--- src/rtl/multilane_fifo_pop_scheduler_if.sv ---
// Drain-side bundle between the multi-lane FIFO, the pop scheduler and the downstream router.
// The scheduler takes the master view; the FIFO/router environment takes the slave view.
interface multilane_fifo_pop_scheduler_if #(
    parameter int LANES      = 2,
    parameter int DATA_WIDTH = 32
);
    localparam int LW = (LANES > 1) ? $clog2(LANES) : 1;

    logic [LANES-1:0]      fifo_empty;
    logic [DATA_WIDTH-1:0] fifo_dout;
    logic [LANES-1:0]      lane_en;
    logic                  pop;
    logic [LW-1:0]         pop_lane;
    logic                  out_valid;
    logic                  out_ready;
    logic [DATA_WIDTH-1:0] out_data;
    logic [LW-1:0]         out_lane;

    modport master (
        input  fifo_empty,
        input  fifo_dout,
        input  lane_en,
        input  out_ready,
        output pop,
        output pop_lane,
        output out_valid,
        output out_data,
        output out_lane
    );

    modport slave (
        output fifo_empty,
        output fifo_dout,
        output lane_en,
        output out_ready,
        input  pop,
        input  pop_lane,
        input  out_valid,
        input  out_data,
        input  out_lane
    );
endinterface

--- src/rtl/multilane_fifo_pop_scheduler.sv ---
// Round-robin pop scheduler with per-lane burst limit feeding a single registered output slot.
// pop/pop_lane are combinational so the FIFO head can be captured in the same cycle it is popped.
module multilane_fifo_pop_scheduler #(
    parameter int LANES      = 2,
    parameter int DATA_WIDTH = 32,
    parameter int MAX_BURST  = 4
) (
    input  logic                           clk_i,
    input  logic                           reset_ni,
    multilane_fifo_pop_scheduler_if.master bus
);
    localparam int LW = (LANES > 1) ? $clog2(LANES) : 1;
    localparam int BW = $clog2(MAX_BURST + 1);

    typedef enum logic [0:0] {
        ST_IDLE  = 1'b0,
        ST_BURST = 1'b1
    } state_e;

    state_e                state_q;
    state_e                state_d;
    logic [LW-1:0]         rr_ptr_q;
    logic [LW-1:0]         rr_ptr_d;
    logic [LW-1:0]         lock_q;
    logic [LW-1:0]         lock_d;
    logic [BW-1:0]         burst_cnt_q;
    logic [BW-1:0]         burst_cnt_d;
    logic                  out_valid_q;
    logic                  out_valid_d;
    logic [DATA_WIDTH-1:0] out_data_q;
    logic [DATA_WIDTH-1:0] out_data_d;
    logic [LW-1:0]         out_lane_q;
    logic [LW-1:0]         out_lane_d;

    logic [LANES-1:0]      eligible_s;
    logic                  can_load_s;
    logic [LW-1:0]         pick_start_s;
    logic [LW-1:0]         pick_lane_s;
    logic                  pick_found_s;
    logic                  pop_s;
    logic [LW-1:0]         pop_lane_s;

    function automatic logic [LW-1:0] lane_inc(input logic [LW-1:0] lane);
        return (lane == LW'(LANES - 1)) ? {LW{1'b0}} : lane + LW'(1);
    endfunction

    // Returns {found, lane}: first eligible lane scanning upward from start, wrapping at LANES-1.
    function automatic logic [LW:0] rr_pick(input logic [LANES-1:0] elig,
                                            input logic [LW-1:0]    start);
        logic          found;
        logic [LW-1:0] lane;
        int            idx;
        found = 1'b0;
        lane  = start;
        for (int i = 0; i < LANES; i++) begin
            idx = int'(start) + i;
            idx = (idx >= LANES) ? (idx - LANES) : idx;
            if (!found && elig[idx]) begin
                found = 1'b1;
                lane  = LW'(idx);
            end else begin
                found = found;
            end
        end
        return {found, lane};
    endfunction

    assign eligible_s = ~bus.fifo_empty & bus.lane_en;
    assign can_load_s = ~out_valid_q | bus.out_ready;

    // In BURST the scan only matters when the locked lane has dried up, so it starts past the lock.
    assign pick_start_s = (state_q == ST_BURST) ? lane_inc(lock_q) : rr_ptr_q;
    assign {pick_found_s, pick_lane_s} = rr_pick(eligible_s, pick_start_s);

    // Next-state, pop decision and output-slot update.
    always_comb begin
        state_d     = state_q;
        rr_ptr_d    = rr_ptr_q;
        lock_d      = lock_q;
        burst_cnt_d = burst_cnt_q;
        pop_s       = 1'b0;
        pop_lane_s  = (state_q == ST_BURST) ? lock_q : rr_ptr_q;
        out_valid_d = out_valid_q;
        out_data_d  = out_data_q;
        out_lane_d  = out_lane_q;

        case (state_q)
            ST_IDLE: begin
                if (can_load_s && pick_found_s) begin
                    pop_s       = 1'b1;
                    pop_lane_s  = pick_lane_s;
                    lock_d      = pick_lane_s;
                    burst_cnt_d = BW'(1);
                    if (MAX_BURST > 1) begin
                        state_d = ST_BURST;
                    end else begin
                        rr_ptr_d = lane_inc(pick_lane_s);
                    end
                end else begin
                    pop_s = 1'b0;
                end
            end
            ST_BURST: begin
                if (!can_load_s) begin
                    pop_s = 1'b0;
                end else if (eligible_s[lock_q]) begin
                    pop_s       = 1'b1;
                    pop_lane_s  = lock_q;
                    burst_cnt_d = burst_cnt_q + BW'(1);
                    if (burst_cnt_q == BW'(MAX_BURST - 1)) begin
                        state_d  = ST_IDLE;
                        rr_ptr_d = lane_inc(lock_q);
                    end else begin
                        state_d = ST_BURST;
                    end
                end else begin
                    // Locked lane went dry: hand over in the same cycle so the switch costs no bubble.
                    rr_ptr_d = lane_inc(lock_q);
                    if (pick_found_s) begin
                        pop_s       = 1'b1;
                        pop_lane_s  = pick_lane_s;
                        lock_d      = pick_lane_s;
                        burst_cnt_d = BW'(1);
                        state_d     = ST_BURST;
                    end else begin
                        state_d = ST_IDLE;
                    end
                end
            end
            default: begin
                state_d = ST_IDLE;
            end
        endcase

        if (pop_s) begin
            out_valid_d = 1'b1;
            out_data_d  = bus.fifo_dout;
            out_lane_d  = pop_lane_s;
        end else if (bus.out_ready) begin
            out_valid_d = 1'b0;
        end else begin
            out_valid_d = out_valid_q;
        end
    end

    // Scheduler state and output slot registers.
    always_ff @(posedge clk_i or negedge reset_ni) begin
        if (!reset_ni) begin
            state_q     <= ST_IDLE;
            rr_ptr_q    <= {LW{1'b0}};
            lock_q      <= {LW{1'b0}};
            burst_cnt_q <= {BW{1'b0}};
            out_valid_q <= 1'b0;
            out_data_q  <= {DATA_WIDTH{1'b0}};
            out_lane_q  <= {LW{1'b0}};
        end else begin
            state_q     <= state_d;
            rr_ptr_q    <= rr_ptr_d;
            lock_q      <= lock_d;
            burst_cnt_q <= burst_cnt_d;
            out_valid_q <= out_valid_d;
            out_data_q  <= out_data_d;
            out_lane_q  <= out_lane_d;
        end
    end

    assign bus.pop       = pop_s & reset_ni;
    assign bus.pop_lane  = pop_lane_s;
    assign bus.out_valid = out_valid_q;
    assign bus.out_data  = out_data_q;
    assign bus.out_lane  = out_lane_q;
endmodule

--- src/flat_wrapper.sv ---
// flat-port wrapper written by rule: the top's interface ports become plain ports
module multilane_fifo_pop_scheduler_flat 
#(
    parameter int LANES      = 2,
    parameter int DATA_WIDTH = 32,
    parameter int MAX_BURST  = 4
)
  (clk_i, reset_ni, bus_fifo_empty, bus_fifo_dout, bus_lane_en, bus_out_ready, bus_pop, bus_pop_lane, bus_out_valid, bus_out_data, bus_out_lane);
  multilane_fifo_pop_scheduler_if #(.LANES(LANES), .DATA_WIDTH(DATA_WIDTH)) bus_i ();
  input  logic clk_i;
  input  logic reset_ni;
  input wire logic [$bits(bus_i.fifo_empty)-1:0] bus_fifo_empty;
  input wire logic [$bits(bus_i.fifo_dout)-1:0] bus_fifo_dout;
  input wire logic [$bits(bus_i.lane_en)-1:0] bus_lane_en;
  input wire logic [$bits(bus_i.out_ready)-1:0] bus_out_ready;
  output wire logic [$bits(bus_i.pop)-1:0] bus_pop;
  output wire logic [$bits(bus_i.pop_lane)-1:0] bus_pop_lane;
  output wire logic [$bits(bus_i.out_valid)-1:0] bus_out_valid;
  output wire logic [$bits(bus_i.out_data)-1:0] bus_out_data;
  output wire logic [$bits(bus_i.out_lane)-1:0] bus_out_lane;
  assign bus_i.fifo_empty = bus_fifo_empty;
  assign bus_i.fifo_dout = bus_fifo_dout;
  assign bus_i.lane_en = bus_lane_en;
  assign bus_i.out_ready = bus_out_ready;
  assign bus_pop = bus_i.pop;
  assign bus_pop_lane = bus_i.pop_lane;
  assign bus_out_valid = bus_i.out_valid;
  assign bus_out_data = bus_i.out_data;
  assign bus_out_lane = bus_i.out_lane;
  multilane_fifo_pop_scheduler #(.LANES(LANES), .DATA_WIDTH(DATA_WIDTH), .MAX_BURST(MAX_BURST)) u_core (.clk_i(clk_i), .reset_ni(reset_ni), .bus(bus_i));
endmodule
--- config.mk ---
export PLATFORM = sky130hd
export DESIGN_NAME = multilane_fifo_pop_scheduler_flat
export DESIGN_NICKNAME = d
export VERILOG_FILES = /design/src/rtl/multilane_fifo_pop_scheduler_if.sv /design/src/rtl/multilane_fifo_pop_scheduler.sv /design/src/flat_wrapper.sv
export SDC_FILE = /design/constraint.sdc
export NUM_CORES = 1
export LEC_CHECK = 0
export CORE_MARGIN = 2
export CORE_UTILIZATION = 37
export CTS_CLUSTER_DIAMETER = 200
export DETAILED_ROUTE_END_ITERATION = 12
export GPL_ROUTABILITY_DRIVEN = 0
export HOLD_SLACK_MARGIN = 0.02
export PLACE_DENSITY = 0.75
export SLEW_MARGIN = 25
export SYNTH_ARGS = -nofsm -noshare
export SYNTH_HDL_FRONTEND = slang
export SYNTH_SLANG_ARGS = --single-unit
--- constraint.sdc ---
create_clock -name clk_i -period 1.35 [get_ports clk_i]
set_input_delay 0.2025 -clock clk_i [delete_from_list [all_inputs] [get_ports clk_i]]
set_output_delay 0.2025 -clock clk_i [all_outputs]
set_load 0.05 [all_outputs]
After elaboration in Yosys (flattened, before gate mapping)
Index checks and enable logic that the tools add are counted.

word-level totals
  register bits = 40
  output and inout port bits = 36
  word-level logic and storage cells = 84

cells by class
  add/sub/neg operators = 5
  magnitude comparators = 5
  equality and inequality tests = 7
  mux-type cells = 47
  bitwise gates (word level) = 6
  reductions and logical operators = 7

operators with widths
  cell                     number
  $lt A32 B3 Y1 const B    2
  $mux W32                 2
  $mux W1                  36
  $ge A32 B3 Y1 const B    1
  $sub A32 B3 Y32 const B  1
  $mux W3                  4
  $pmux W1 S2              4
  $ne A2 B2 Y1 const B     3
  $ne A3 B3 Y1 const B     2
  $pmux W3 S2              1
  $reduce_and A3 Y1        2
  $reduce_and A4 Y1        1
  $add A3 B1 Y3 const B    1
  $eq A3 B2 Y1 const B     1
  $sub A1 B2 Y3 const B    1
  $add A1 B1 Y2 const B    1
  $and A2 B2 Y2            1
  $ge A1 B2 Y1 const B     1
  $logic_and A1 B1 Y1      2
  $lt A1 B2 Y1 const B     1
  $ne A2 B1 Y1 const B     1
  $not A1 Y1               2
  $not A2 Y2               1
  $reduce_bool A2 Y1       1
  other kinds (4)          4

Depth between registers and ports, before layout
  depth in word-level cells = 17
  mapped depth = 5
  depth with buffers taken out = 4

Least setup slack after synthesis
No wires, ideal clock.

  path type = register to output
  start point = reg u_core.out_valid_q (netlist: u_core.bus.out_valid)
  end point = out bus_pop_lane
  arrival time = 1769 ps
  required time = 1148 ps
  slack = -622 ps
  cell stages (with the launch flop) = 5
  buffers on the path = 1
  cell sequence = dfrtp_1 -> nand2b_1 -> clkbuf_1 -> a21oi_1 -> o2bb2ai_1

between the ends
  longest elaborated chain between the ends = 5
  elaborated cells between the ends (all ways) = 6

RTL lines
  element                 line                                 text
  from (decl)             multilane_fifo_pop_scheduler.sv:28   logic out_valid_q;
  from (signal assigned)  multilane_fifo_pop_scheduler.sv:161  out_valid_q <= out_valid_d;
  $not A1 Y1 (*)          multilane_fifo_pop_scheduler.sv:69   assign can_load_s = ~out_valid_q | bus.out_ready;
  $or A1 B1 Y1 (*)        multilane_fifo_pop_scheduler.sv:69
  $logic_and A1 B1 Y1     multilane_fifo_pop_scheduler.sv:89   if (can_load_s && pick_found_s) begin
  $mux W1                 multilane_fifo_pop_scheduler.sv:89
  $pmux W1 S2 (*)         multilane_fifo_pop_scheduler.sv:87   case (state_q)
  to (decl)               flat_wrapper.sv:17                   output wire logic [$bits(bus_i.pop_lane)-1:0] bus_pop_lane;

Mark *: on every way between the ends. The rest lies on a longest branch, timed or not.

Worst setup path in the final report
  start point = reg u_core.state_q
  end point = out bus_pop_lane

between the ends
  longest elaborated chain between the ends = 14
  elaborated cells between the ends (all ways) = 28

RTL lines
  element                                                   line                                 text
  from (decl)                                               multilane_fifo_pop_scheduler.sv:20   state_e state_q;
  from (signal assigned)                                    multilane_fifo_pop_scheduler.sv:157  state_q <= state_d;
  branches (longest 13 deep; another with $sub A32 B3 Y32)  n/a
  $pmux W1 S2 (*)                                           multilane_fifo_pop_scheduler.sv:87

Every way passes the cells marked *. The select of a mux whose other input is x is not followed.

==> flow_summary_export.csv <==
group,metric,value,unit
detailed_routing,drt_wl_total,5255,µm
sta,worst_pin_slew,0.4987,ns
floorplanning,rows,24,
floorplanning,die_h,71.52,µm
detailed_routing,drt_iter0_markers,71,
finish,syn_to_final_growth,92.36,%
finish,seqCellArea,0.001002,mm²
synthesis,synth_most_common_cell,"dfrtp_1",
min_path,hold_path.class,"reg2reg",
detailed_routing,num_vias,1349,
synthesis,synth_nets,156,
floorplanning,fp.coreArea,0.004384,mm²
worst_setup_path,path_max_fanout,2,
cts,clkLatencyLatePin,0.29,ns
finish,multi_input_area,750.7,µm²
finish,fin_nets,253,
floorplanning,dieArea,0.005114,mm²
sta,rsz0062_at_grt,"true",
synthesis,ys_warn_count,0,
floorplanning,start_util,38.47,%
detailed_routing,wl_per_cell,19.83,µm
sta,max_freq,608.6,MHz
placement,postPlaceCellArea,0.002968,mm²
sta,hold_viol,0,
worst_setup_path,critPathSlowestCell,"dfrtp_1",
detailed_routing,via_per_inst,5.091,
synthesis,yosys-top-cells-area,"dfrtp_1, mux2_2, buf_6",
worst_setup_path,cp-end-kind,"output pin",
synthesis,ys_seq_area_share,59.35,%
sta,min_period,1.643,ns
synthesis,synth-main-ff-cell,"dfrtp_1",
floorplanning,die_w,71.52,µm
cts,cts_sinks,40,
synthesis,synth_edf_count,0,
synthesis,synth-seq-cells,40,
placement,io_buffer_count,74,
run_status,status,"finished with violations",
power_and_ir_drop,power,5.117,mW
sta,finClkSkew,0.003882,ns
cts,cts_tree,"done",
global_route,grt_max_degree,41,
sta,tns,-4.020,ns
worst_setup_path,required,1.15,ns
cts,cts_inserted_buffers,5,
synthesis,yosys-top-cells-count,"dfrtp_1, mux2_2, nand2_1",
sta,layout_setup_ws,-0.2931,ns
finish,layout-drive-gt1-share,51.17,%
global_route,grt_pass1_wl,8763,µm
synthesis,ys_types,28,
worst_setup_path,critical_path_class,"reg2out",
detailed_routing,antenna_left,0,
worst_setup_path,worst_setup_path_start_kind,"flip-flop",
global_route,antenna_found_initial,0,
cts,root_buffer,"clkbuf_8",
worst_setup_path,cp.arrival,1.44,ns
detailed_routing,dr.pass1.iters,6,
sta,whs,0.5024,ns
finish,fin_area,0.003244,mm²
finish,postLayoutCoreUtil,74.00,%
global_route,grt_remaining_overflow,0,
finish,fillerInstances,268,
synthesis,postSynthAreaPerCell,14.67,µm²
power_and_ir_drop,power_density,1577,mW/mm²
placement,dp_hpwl,3605,µm
sta,setup_viol,34,
worst_setup_path,max_stage_delay,0.41,ns
finish,n_antenna_cell,0,
worst_setup_path,crit_chain,"mux2_4 > a21oi_2 > o2bb2ai_4 > buf_12",
cts,cts_max_level,2,
detailed_routing,drc_errors,0,
power_and_ir_drop,total_leakage_power,1.473,nW
sta,fin_crit_sh,121.7,%
global_route,globalRouteTotalUtil,23.12,%
synthesis,async_flop_share,100.0,%
sta,finalMaxSlewViolations,0,
synthesis,syn_area,0.001687,mm²
floorplanning,io_pins,75,
power_and_ir_drop,ir_worst_vdd,1069,µV
sta,slew_headroom,66.75,%
global_route,grt_pass1_vias,1606,
cts,clk_pin_slew_worst_paths,0.08,ns
flow_run,cap_violations,0,
synthesis,synth_area_leader_cell,"dfrtp_1",
run_status,violations,"setup timing",
synthesis,synth_top_cell_area_share,59.35,%
synthesis,synthCells,115,
cts,cts_buffer_depth,2,
## cells in the final DEF, fill, tap and decap left out, types with 2 or more instances in the layout
master,n
inv_1,2
dlygate4sd2_1,3
a21o_1,2
buf_12,38
mux2_4,17
o211a_1,2
a32o_1,2
buf_4,15
mux2_2,16
clkbuf_8,7
ha_1,2
dfrtp_1,39
nand2_1,4
buf_6,2
clkdlybuf4s50_1,34
## registers in the layout (all words and copies together) (netlist names)
name                  cells
u_core.bus.out_lane       1
u_core.bus.out_valid      1
u_core.bus.out_data      32
u_core.state_q            1
u_core.lock_q             1
u_core.burst_cnt_q        3
u_core.rr_ptr_q           1
## metal layers
layer / vias up / part of all wire [%] / routed length (µm) / track usage, %
li1: 606 / - / - / -
met2: 54 / 57 / 2993 / 43.42
met1: 683 / 34 / 1808 / 24.81
met4: 0 / 0.97 / 51 / 5.660
met5: - / 0 / 0 / 0
met3: 6 / 7.6 / 401 / 7.736
## critical path: cells and delay by family (launching register included)
| kind | cells | cell delay (ns) |
|---|---|---|
| flip-flops | 1 | 0.41 |
| multiplexers | 1 | 0.32 |
| AO/OA/AOI/OAI | 2 | 0.27 |
| buffers and inverters | 1 | 0.15 |
## worst paths after layout
kind                            depth (start not counted)             startpoint  slack, ns                     end
max in group asynchronous                               3               reset_ni       0.42    u_core.bus.out_valid
worst min register to register                          1  u_core.burst_cnt_q[0]       0.50   u_core.burst_cnt_q[0]
worst max-delay path                                    4         u_core.state_q      -0.29            bus_pop_lane
min in group asynchronous                               3               reset_ni       0.55  u_core.bus.out_data[8]
worst min-delay path                                    1  u_core.burst_cnt_q[0]       0.50   u_core.burst_cnt_q[0]
worst max register to register                          6   u_core.bus.out_valid      -0.18  u_core.bus.out_data[5]
## final cells by class
type / count / area share [%]
clock buffers: 7 / 2.970
clock inverters: 1 / 0.9256
inverters: 2 / 0.2314
multi-input cells: 68 / 23.14
flip-flops and latches: 40 / 30.89
well taps: 52 / 2.005
repair buffers: 95 / 39.84
## cell families (layout without fill, tap and decap cells)
family | after synthesis | in the layout | share of synthesized area [%]
buf+inv | 7 | 105 | 2.967
simple gates | 17 | 17 | 6.156
flops | 40 | 40 | 59.35
compound gates | 15 | 15 | 7.419
fa+ha+maj | 2 | 2 | 1.483
mux | 34 | 34 | 22.63
## timing repair
action / in CTS / in global routing
gates resized for setup: 30 / 8
gates cloned: 2 / 0
setup buffers: 3 / 2
hold endpoints to repair: 32 / 0
pin swaps: 1 / 0
endpoints found under the setup margin: 38 / 40
hold buffers: 1 / 0
## metrics by stage
| stage | instances | setup WS [ns] |
|---|---|---|
| after floorplan | 115 | -0.1414 |
| after global placement | 252 | -0.4731 |
| after detailed placement | 252 | -0.5384 |
| after CTS | 266 | -0.2809 |
| after global routing | 265 | -0.3169 |
| final | 265 | -0.2931 |
## power breakdown
part           leakage, nW  internal, mW  switching, mW
Sequential           0.468          1.42          0.246
Combinational        0.941          1.27           1.12
Clock               0.0645         0.652          0.415
Power figures use the tool's default switching activity.
